## src/rtl/router_pkg.sv

```systemverilog
// Shared router definitions: flit type encoding, type-field layout and
// requester state encoding.
package router_pkg;

  localparam int TYPE_W = 2;

  typedef enum logic [TYPE_W-1:0] {
    FLIT_BODY   = 2'b00,
    FLIT_HEAD   = 2'b01,
    FLIT_TAIL   = 2'b10,
    FLIT_SINGLE = 2'b11
  } flit_type_e;

  typedef enum logic {
    ST_IDLE,
    ST_LOCKED
  } req_state_e;

  // Type field occupies the top TYPE_W bits of a flit of width dw.
  function automatic int type_msb(input int dw);
    return dw - 1;
  endfunction

  function automatic logic opens_packet(input flit_type_e t);
    return (t == FLIT_HEAD) || (t == FLIT_SINGLE);
  endfunction

  function automatic logic closes_packet(input flit_type_e t);
    return (t == FLIT_TAIL) || (t == FLIT_SINGLE);
  endfunction

endpackage

```

## src/rtl/flit_fifo.sv

```systemverilog
// Synchronous DEPTH-deep FIFO with wrapping pointers; the front entry is
// presented combinationally on rdata.
module flit_fifo #(
  parameter int W     = 37,
  parameter int DEPTH = 4
) (
  input  logic         CLK,
  input  logic         RSTn,
  input  logic         push,
  input  logic [W-1:0] wdata,
  input  logic         pop,
  output logic [W-1:0] rdata,
  output logic         full,
  output logic         empty
);

  localparam int AW = $clog2(DEPTH);
  localparam logic [AW:0] DEPTH_CNT = (AW + 1)'(DEPTH);

  logic [W-1:0]  mem [DEPTH];
  logic [AW-1:0] wr_ptr;
  logic [AW-1:0] rd_ptr;
  logic [AW:0]   count;
  logic          push_ok;
  logic          pop_ok;

  assign full    = (count == DEPTH_CNT);
  assign empty   = (count == '0);
  assign push_ok = push && !full;
  assign pop_ok  = pop && !empty;
  assign rdata   = mem[rd_ptr];

  // NOTE: sequential state uses non-blocking assignments so every register
  // samples pre-edge values, independent of statement order.
  always_ff @(posedge CLK) begin
    if (!RSTn) begin
      wr_ptr <= '0;
      rd_ptr <= '0;
      count  <= '0;
    end else begin
      if (push_ok) wr_ptr <= wr_ptr + 1'b1;
      if (pop_ok)  rd_ptr <= rd_ptr + 1'b1;
      case ({push_ok, pop_ok})
        2'b10:   count <= count + 1'b1;
        2'b01:   count <= count - 1'b1;
        default: count <= count;
      endcase
    end
  end

  // NOTE: storage is deliberately not reset; an entry is only read after it
  // has been written, and empty/count already come from reset.
  always_ff @(posedge CLK) begin
    if (push_ok) mem[wr_ptr] <= wdata;
  end

endmodule

```

## src/rtl/input_requester.sv

```systemverilog
// Input-port requester: buffers flits, requests the routed output port and
// forwards one flit per grant, holding the wormhole lock until the tail.
module input_requester
  import router_pkg::*;
#(
  parameter int NR    = 5,
  parameter int DW    = 32,
  parameter int DEPTH = 4
) (
  input  logic          CLK,
  input  logic          RSTn,
  input  logic          IN_VALID,
  output logic          IN_READY,
  input  logic [DW-1:0] IN_FLIT,
  input  logic [NR-1:0] IN_DEST,
  output logic [NR-1:0] REQ,
  input  logic [NR-1:0] GRT,
  output logic          OUT_VALID,
  output logic [DW-1:0] OUT_FLIT,
  output logic [NR-1:0] OUT_PORT,
  output logic          ERR
);

  localparam int TMSB = type_msb(DW);

  logic [DW+NR-1:0] fifo_rdata;
  logic             fifo_full;
  logic             fifo_empty;
  logic             pop;

  logic [DW-1:0]    front_flit;
  logic [NR-1:0]    front_dest;
  flit_type_e       front_type;

  req_state_e       state, state_d;
  logic [NR-1:0]    lock_dest, lock_dest_d;
  logic [NR-1:0]    req;
  logic             grant;
  logic             err_d;

  flit_fifo #(
    .W     (DW + NR),
    .DEPTH (DEPTH)
  ) u_fifo (
    .CLK   (CLK),
    .RSTn  (RSTn),
    .push  (IN_VALID),
    .wdata ({IN_DEST, IN_FLIT}),
    .pop   (pop),
    .rdata (fifo_rdata),
    .full  (fifo_full),
    .empty (fifo_empty)
  );

  assign IN_READY   = !fifo_full;
  assign front_flit = fifo_rdata[DW-1:0];
  assign front_dest = fifo_rdata[DW+NR-1:DW];
  assign front_type = flit_type_e'(front_flit[TMSB -: TYPE_W]);

  // NOTE: every signal is defaulted before the case so no path leaves one
  // unassigned, which would otherwise infer a latch.
  always_comb begin
    req         = '0;
    pop         = 1'b0;
    err_d       = 1'b0;
    state_d     = state;
    lock_dest_d = lock_dest;

    unique case (state)
      ST_IDLE: begin
        if (!fifo_empty) begin
          if (opens_packet(front_type)) begin
            req = front_dest;
          end else begin
            // Stray BODY/TAIL with no open packet: drop it and flag it.
            pop   = 1'b1;
            err_d = 1'b1;
          end
        end
      end
      ST_LOCKED: begin
        if (!fifo_empty) req = lock_dest;
      end
      default: ;
    endcase

    // req never depends on GRT, so this AND cannot close a loop.
    grant = |(GRT & req);

    if (grant) begin
      pop = 1'b1;
      unique case (state)
        ST_IDLE: begin
          if (front_type == FLIT_HEAD) begin
            state_d     = ST_LOCKED;
            lock_dest_d = req;
          end
        end
        ST_LOCKED: begin
          if (opens_packet(front_type)) err_d = 1'b1;
          if (closes_packet(front_type)) state_d = ST_IDLE;
        end
        default: ;
      endcase
    end
  end

  assign REQ = req;

  always_ff @(posedge CLK) begin
    if (!RSTn) begin
      state     <= ST_IDLE;
      lock_dest <= '0;
      OUT_VALID <= 1'b0;
      OUT_FLIT  <= '0;
      OUT_PORT  <= '0;
      ERR       <= 1'b0;
    end else begin
      state     <= state_d;
      lock_dest <= lock_dest_d;
      OUT_VALID <= grant;
      ERR       <= err_d;
      if (grant) begin
        OUT_FLIT <= front_flit;
        OUT_PORT <= req;
      end
    end
  end

endmodule

```

## config.mk

```make
export PLATFORM = sky130hd
export DESIGN_NAME = input_requester
export DESIGN_NICKNAME = d
export VERILOG_FILES = /design/src/rtl/router_pkg.sv /design/src/rtl/flit_fifo.sv /design/src/rtl/input_requester.sv
export SDC_FILE = /design/constraint.sdc
export NUM_CORES = 1
export LEC_CHECK = 0
export ABC_AREA = 1
export CAP_MARGIN = 5
export CORE_AREA = 2 2 118 120
export CTS_CLUSTER_DIAMETER = 200
export DETAILED_ROUTE_END_ITERATION = 6
export DIE_AREA = 0 0 120 122
export PLACE_DENSITY = 0.94
export SYNTH_ARGS = -nofsm -noshare
export SYNTH_HDL_FRONTEND = slang
export SYNTH_SLANG_ARGS = --single-unit
```

## constraint.sdc

```tcl
create_clock -name CLK -period 4.7 [get_ports CLK]
set_input_delay 0.47 -clock CLK [delete_from_list [all_inputs] [get_ports CLK]]
set_output_delay 0.47 -clock CLK [all_outputs]
set_load 0.01 [all_outputs]
```

Word level (Yosys, flattened, before mapping)
Memories as Yosys holds them, arrays and structs flattened. A register that Yosys moved wholly into a read port is not among the register bits.
Index checks and enable logic that the tools add are counted.

cells by class
  add/subtract/negate cells = 4
  eq/ne operators = 6
  multiplexer cells = 19
  bitwise gates (word level) = 2
  reduce and logical (&&, ||, !) cells = 10

operators by type and width
  cell                   number
  $mux W5                3
  $mux W1                11
  $pmux W5 S2            1
  $eq A2 B2 Y1 const B   3
  $pmux W3 S2            1
  $and A5 B5 Y5          1
  $reduce_or A5 Y1       1
  $add A2 B1 Y2 const B  2
  $eq A2 B1 Y1 const B   2
  $mux W2                2
  $add A3 B1 Y3 const B  1
  $eq A3 B3 Y1 const B   1
  $logic_not A3 Y1       1
  $reduce_and A3 Y1      1
  $sub A3 B1 Y3 const B  1
  $logic_and A1 B1 Y1    2
  $logic_not A1 Y1       2
  $logic_or A1 B1 Y1     2
  $pmux W1 S2            1
  $reduce_bool A2 Y1     1
  $not A1 Y1             1

word-level totals
  register bits = 52
  bits in writable memories = 148
  input bits = 45
  memories kept = 1

memories
  memory      words  width  rd ports  clocked after memory_dff  write ports  RTL line         source
  u_fifo.mem  4      37     1         1                         1            flit_fifo.sv:20  logic [W-1:0] mem [DEPTH];

Longest topological paths before layout
  depth after elaboration = 11
  mapped depth = 19

Modules after synthesis
From an unflattened synthesis, not the netlist that was laid out.

second synthesis, totals
  cells, all modules = 679
  area total of the unflattened synthesis = 7920.1 um2

modules (own cells, without submodules)
  module           times used  cells each  area each (um2)  sequential area each (um2)
  flit_fifo        1           428         5972.0           4624.4
  input_requester  1           251         1948.1           900.9

Least setup slack after synthesis
OpenSTA, ideal clock, no wires.

  path kind = register -> register
  from = register u_fifo.count[0]
  to = memory u_fifo.mem[0][0], enable pin
  arrival time = 2.332 ns
  required time = 4.269 ns
  path slack = 1.936 ns
  stages on the path, launching flop included = 5
  buffers on the path = 0
  period minus slack after synthesis = 2.764 ns
  cell sequence = dfxtp_1 > inv_1 > nand3_1 > nand2_1 > nor2_1

between the ends
  word-level cells in the longest chain between the ends = 5

RTL lines
  item                           RTL line               source
  start, declared                flit_fifo.sv:23        logic [AW:0] count;
  start signal, assigned         flit_fifo.sv:44        2'b10: count <= count + 1'b1;
  start signal, assigned         flit_fifo.sv:45        2'b01: count <= count - 1'b1;
  start signal, assigned         flit_fifo.sv:46        default: count <= count;
  $eq A3 B3 Y1                   flit_fifo.sv:27        assign full = (count == DEPTH_CNT);
  $logic_not A1 Y1               -
  via IN_READY                   input_requester.sv:13  output logic IN_READY,
  $logic_and A1 B1 Y1            flit_fifo.sv:29        assign push_ok = push && !full;
  $mux W1                        flit_fifo.sv:54        if (push_ok) mem[wr_ptr] <= wdata;
  $mux W1 (not written as such)  flit_fifo.sv:54
  end, declared                  flit_fifo.sv:20

The timed path passes the listed nets, and every way through them passes these cells.

==> results.yml <==
hold_path:
  hold_depth: 2
  hold_path_class: "reg -> reg"
floorplanning:
  start_util: 0.574
  die-area_um2: 14600
  die_w_um: 120
  io_pins: 90
  design.core.area_um2: 13500
  dieHeight_um: 122
  num_rows: 43
cts:
  cts_tree: "done"
  cts_buffer_depth: 3
  clk_pin_slew_ns: 0.06
  postCtsHoldBufs: 0
  cts_resized: 0
  htreeDepth: 1
  root_buffer: "clkbuf_16"
  clk-insertion-delay-late_ns: 0.48
  cts_buffers: 20
  post_cts_buffers: 0
  cts.sinks: 202
finish:
  diodes: 0
  layout_commonest_cell: "edfxtp_1"
  num-fill-cells: 859
  layout_common_cells: "edfxtp_1, nor2_1, clkdlybuf4s50_1"
  multiInputGateArea_um2: 1910
  drive_gt1_frac: 0.0668
  fin_util: 0.697
  area.sequential_um2: 5530
  area_growth_pct: 21.3
  layout.nets: 816
routing:
  wl_per_cell_um: 17.6
  dr.first_iter.drc_count: 719
  drc: 0
  firstDrtPassIters: 5
  num_vias: 5449
  drt-vias-per-instance: 5.69
  routed_wl_um: 16900
  ant_nets: 0
yosys:
  synth.net_count: 733
  synthCells: 682
  synthAdderAreaFrac: 0.0106
  synth_edf_count: 148
  synth_seq_cells: 202
  ys.warnings.count: 0
  synth_top_family_by_area: "simple AND/OR/NAND/NOR gates"
  synth.distinct_cells: 29
  synth.area.top_cells: "edfxtp_1, dfxtp_1, nor2_1"
  yosys.area_share.xor_xnor: 0
  synth-simple-area-share: 0.122
  synth_top_area_share: 0.573
  synth-compound-area-share: 0.109
  synth-async-reset-ratio: 0
  synthMuxAreaShare: 0
  synth_ff_type: "edfxtp_1"
  synthesis.area_um2: 7760
  synth_area_per_cell_um2: 11.4
  ys_seq_area_frac: 0.712
  synth_top_area_cell: "edfxtp_1"
power_and_ir_drop:
  swShare: 0.347
  p_clk_frac: 0.260
  ir_drop_v: 0.000356
  power.share.sequential: 0.401
  p_sw_w: 0.00199
  p_int_w: 0.00375
  leakage_nw: 3.46
  p_per_area_nw_per_um2: 611
  p_comb_frac: 0.339
timing:
  fmax_ghz: 0.302
  tightest_slew_ns: 0.746
  period_share: 0.704
  min_period_ns: 3.31
  finalMaxSlewViolations: 0
  relSlewSlack: 0.501
  finalSetupViolCount: 0
  rsz0062_at_grt: "false"
  hold_viol: 0
  fin_worst_skew_ns: 0.0137
  setup_tns_ns: 0
placed_design:
  portBuffers: 89
  dp_hpwl_um: 9370
  place_congestion: 0.841
setup_path:
  required_ns: 4.23
  end_kind: "output pin"
  reg2reg_slack_ns: 1.53
  arrival_ns: 2.84
  path_class: "reg -> out"
  startpoint_type: "register"
  rr_worst_depth: 18
  cp_max_fo: 74
grt:
  grt_usage: 0.228
  grt_pass1_vias: 5430
  grt_max_degree: 75
  grt_overflow: 0
  antenna_found_initial: 0
  grt_pass1_wl_um: 26000
status:
  status: "complete, no violations"
flow_run:
  cap_viol_max_count: 0
-- metrics by stage --
stage                     hold WS, ns  worst slack, ns  cell area, um^2  total power [W]  std cells
final                           0.458             1.39             9410          0.00575        958
after global routing            0.471             1.16             9410          0.00604        958
after CTS                       0.461             1.44             9410          0.00573        958
after detailed placement        0.452             1.64             8790          0.00422        923
after global placement          0.448             1.81             8790          0.00414        923
after floorplan                 0.454             1.94             7760          0.00362        682
-- synth_stat cells (2+ instances only) --
cell type	count
dfxtp_1	54
o21ai_1	28
nor2_1	125
buf_2	3
ha_1	5
o21ai_0	70
a21oi_1	31
nand3_1	15
inv_2	3
inv_1	42
buf_4	8
nand2_1	79
clkbuf_1	23
nand3_2	3
edfxtp_1	148
o22ai_1	31
nand4_1	2
-- final timing paths --
path,startpoint,end
setup / recovery,register,REQ[1]
hold / removal,OUT_FLIT[30]$_SDFFE_PN0P_,OUT_FLIT[30]$_SDFFE_PN0P_
setup reg to reg,register,u_fifo.count[2]$_SDFFE_PN0P_
hold reg to reg,OUT_FLIT[30]$_SDFFE_PN0P_,OUT_FLIT[30]$_SDFFE_PN0P_
-- registers in the layout, summed over array words and instances, names as in the netlist, named ones only --
register	flops
u_fifo.mem	148
OUT_FLIT	32
OUT_PORT	5
lock_dest	5
u_fifo.count	3
u_fifo.rd_ptr	2
u_fifo.wr_ptr	2
ERR	1
OUT_VALID	1
state	1
-- critical path, stage by stage (launching register included) --
cell	delay, ns
dfxtp_2	0.33
buf_4	0.58
nand2_1	0.12
nand2_1	0.10
nand2_1	0.05
o21ai_1	0.10
nand2_1	0.08
a21boi_0	0.35
clkdlybuf4s50_1	0.62
-- cells by family (layout without fill, tap and decap cells) --
| kind of cell | after synthesis | count (layout) |
|---|---|---|
| AND/OR/NAND/NOR | 230 | 230 |
| adder cells (fa/ha/maj) | 6 | 6 |
| flip-flops | 202 | 202 |
| AO/OA/AOI/OAI | 161 | 161 |
| buffers and inverters | 83 | 179 |
-- power by group through the flow --
stage          sequential (W)  clock (W)  combinational, W
2_1_floorplan         0.00237          0           0.00125
4_1_cts               0.00230    0.00151           0.00192
3_5_place_dp          0.00233          0           0.00189
6_report              0.00230    0.00149           0.00195
5_1_grt               0.00233    0.00158           0.00213
3_3_place_gp          0.00232          0           0.00182
-- cell type report --
cell class / count / area share
well taps: 180 / 0.0239
flip-flops and latches: 202 / 0.587
clock buffers: 27 / 0.0593
clock inverters: 8 / 0.00678
multi-input cells: 397 / 0.203
inverters: 47 / 0.0190
repair buffers: 97 / 0.101
-- per-layer routing --
metal / track usage / up-vias / wire length, um
met2: 0.390 / 289 / 8370
li1: - / 2527 / -
met1: 0.279 / 2581 / 6520
met5: 0 / - / 0
met4: 0.120 / 0 / 556
met3: 0.0407 / 52 / 1430
Power figures use the tool's default switching activity.
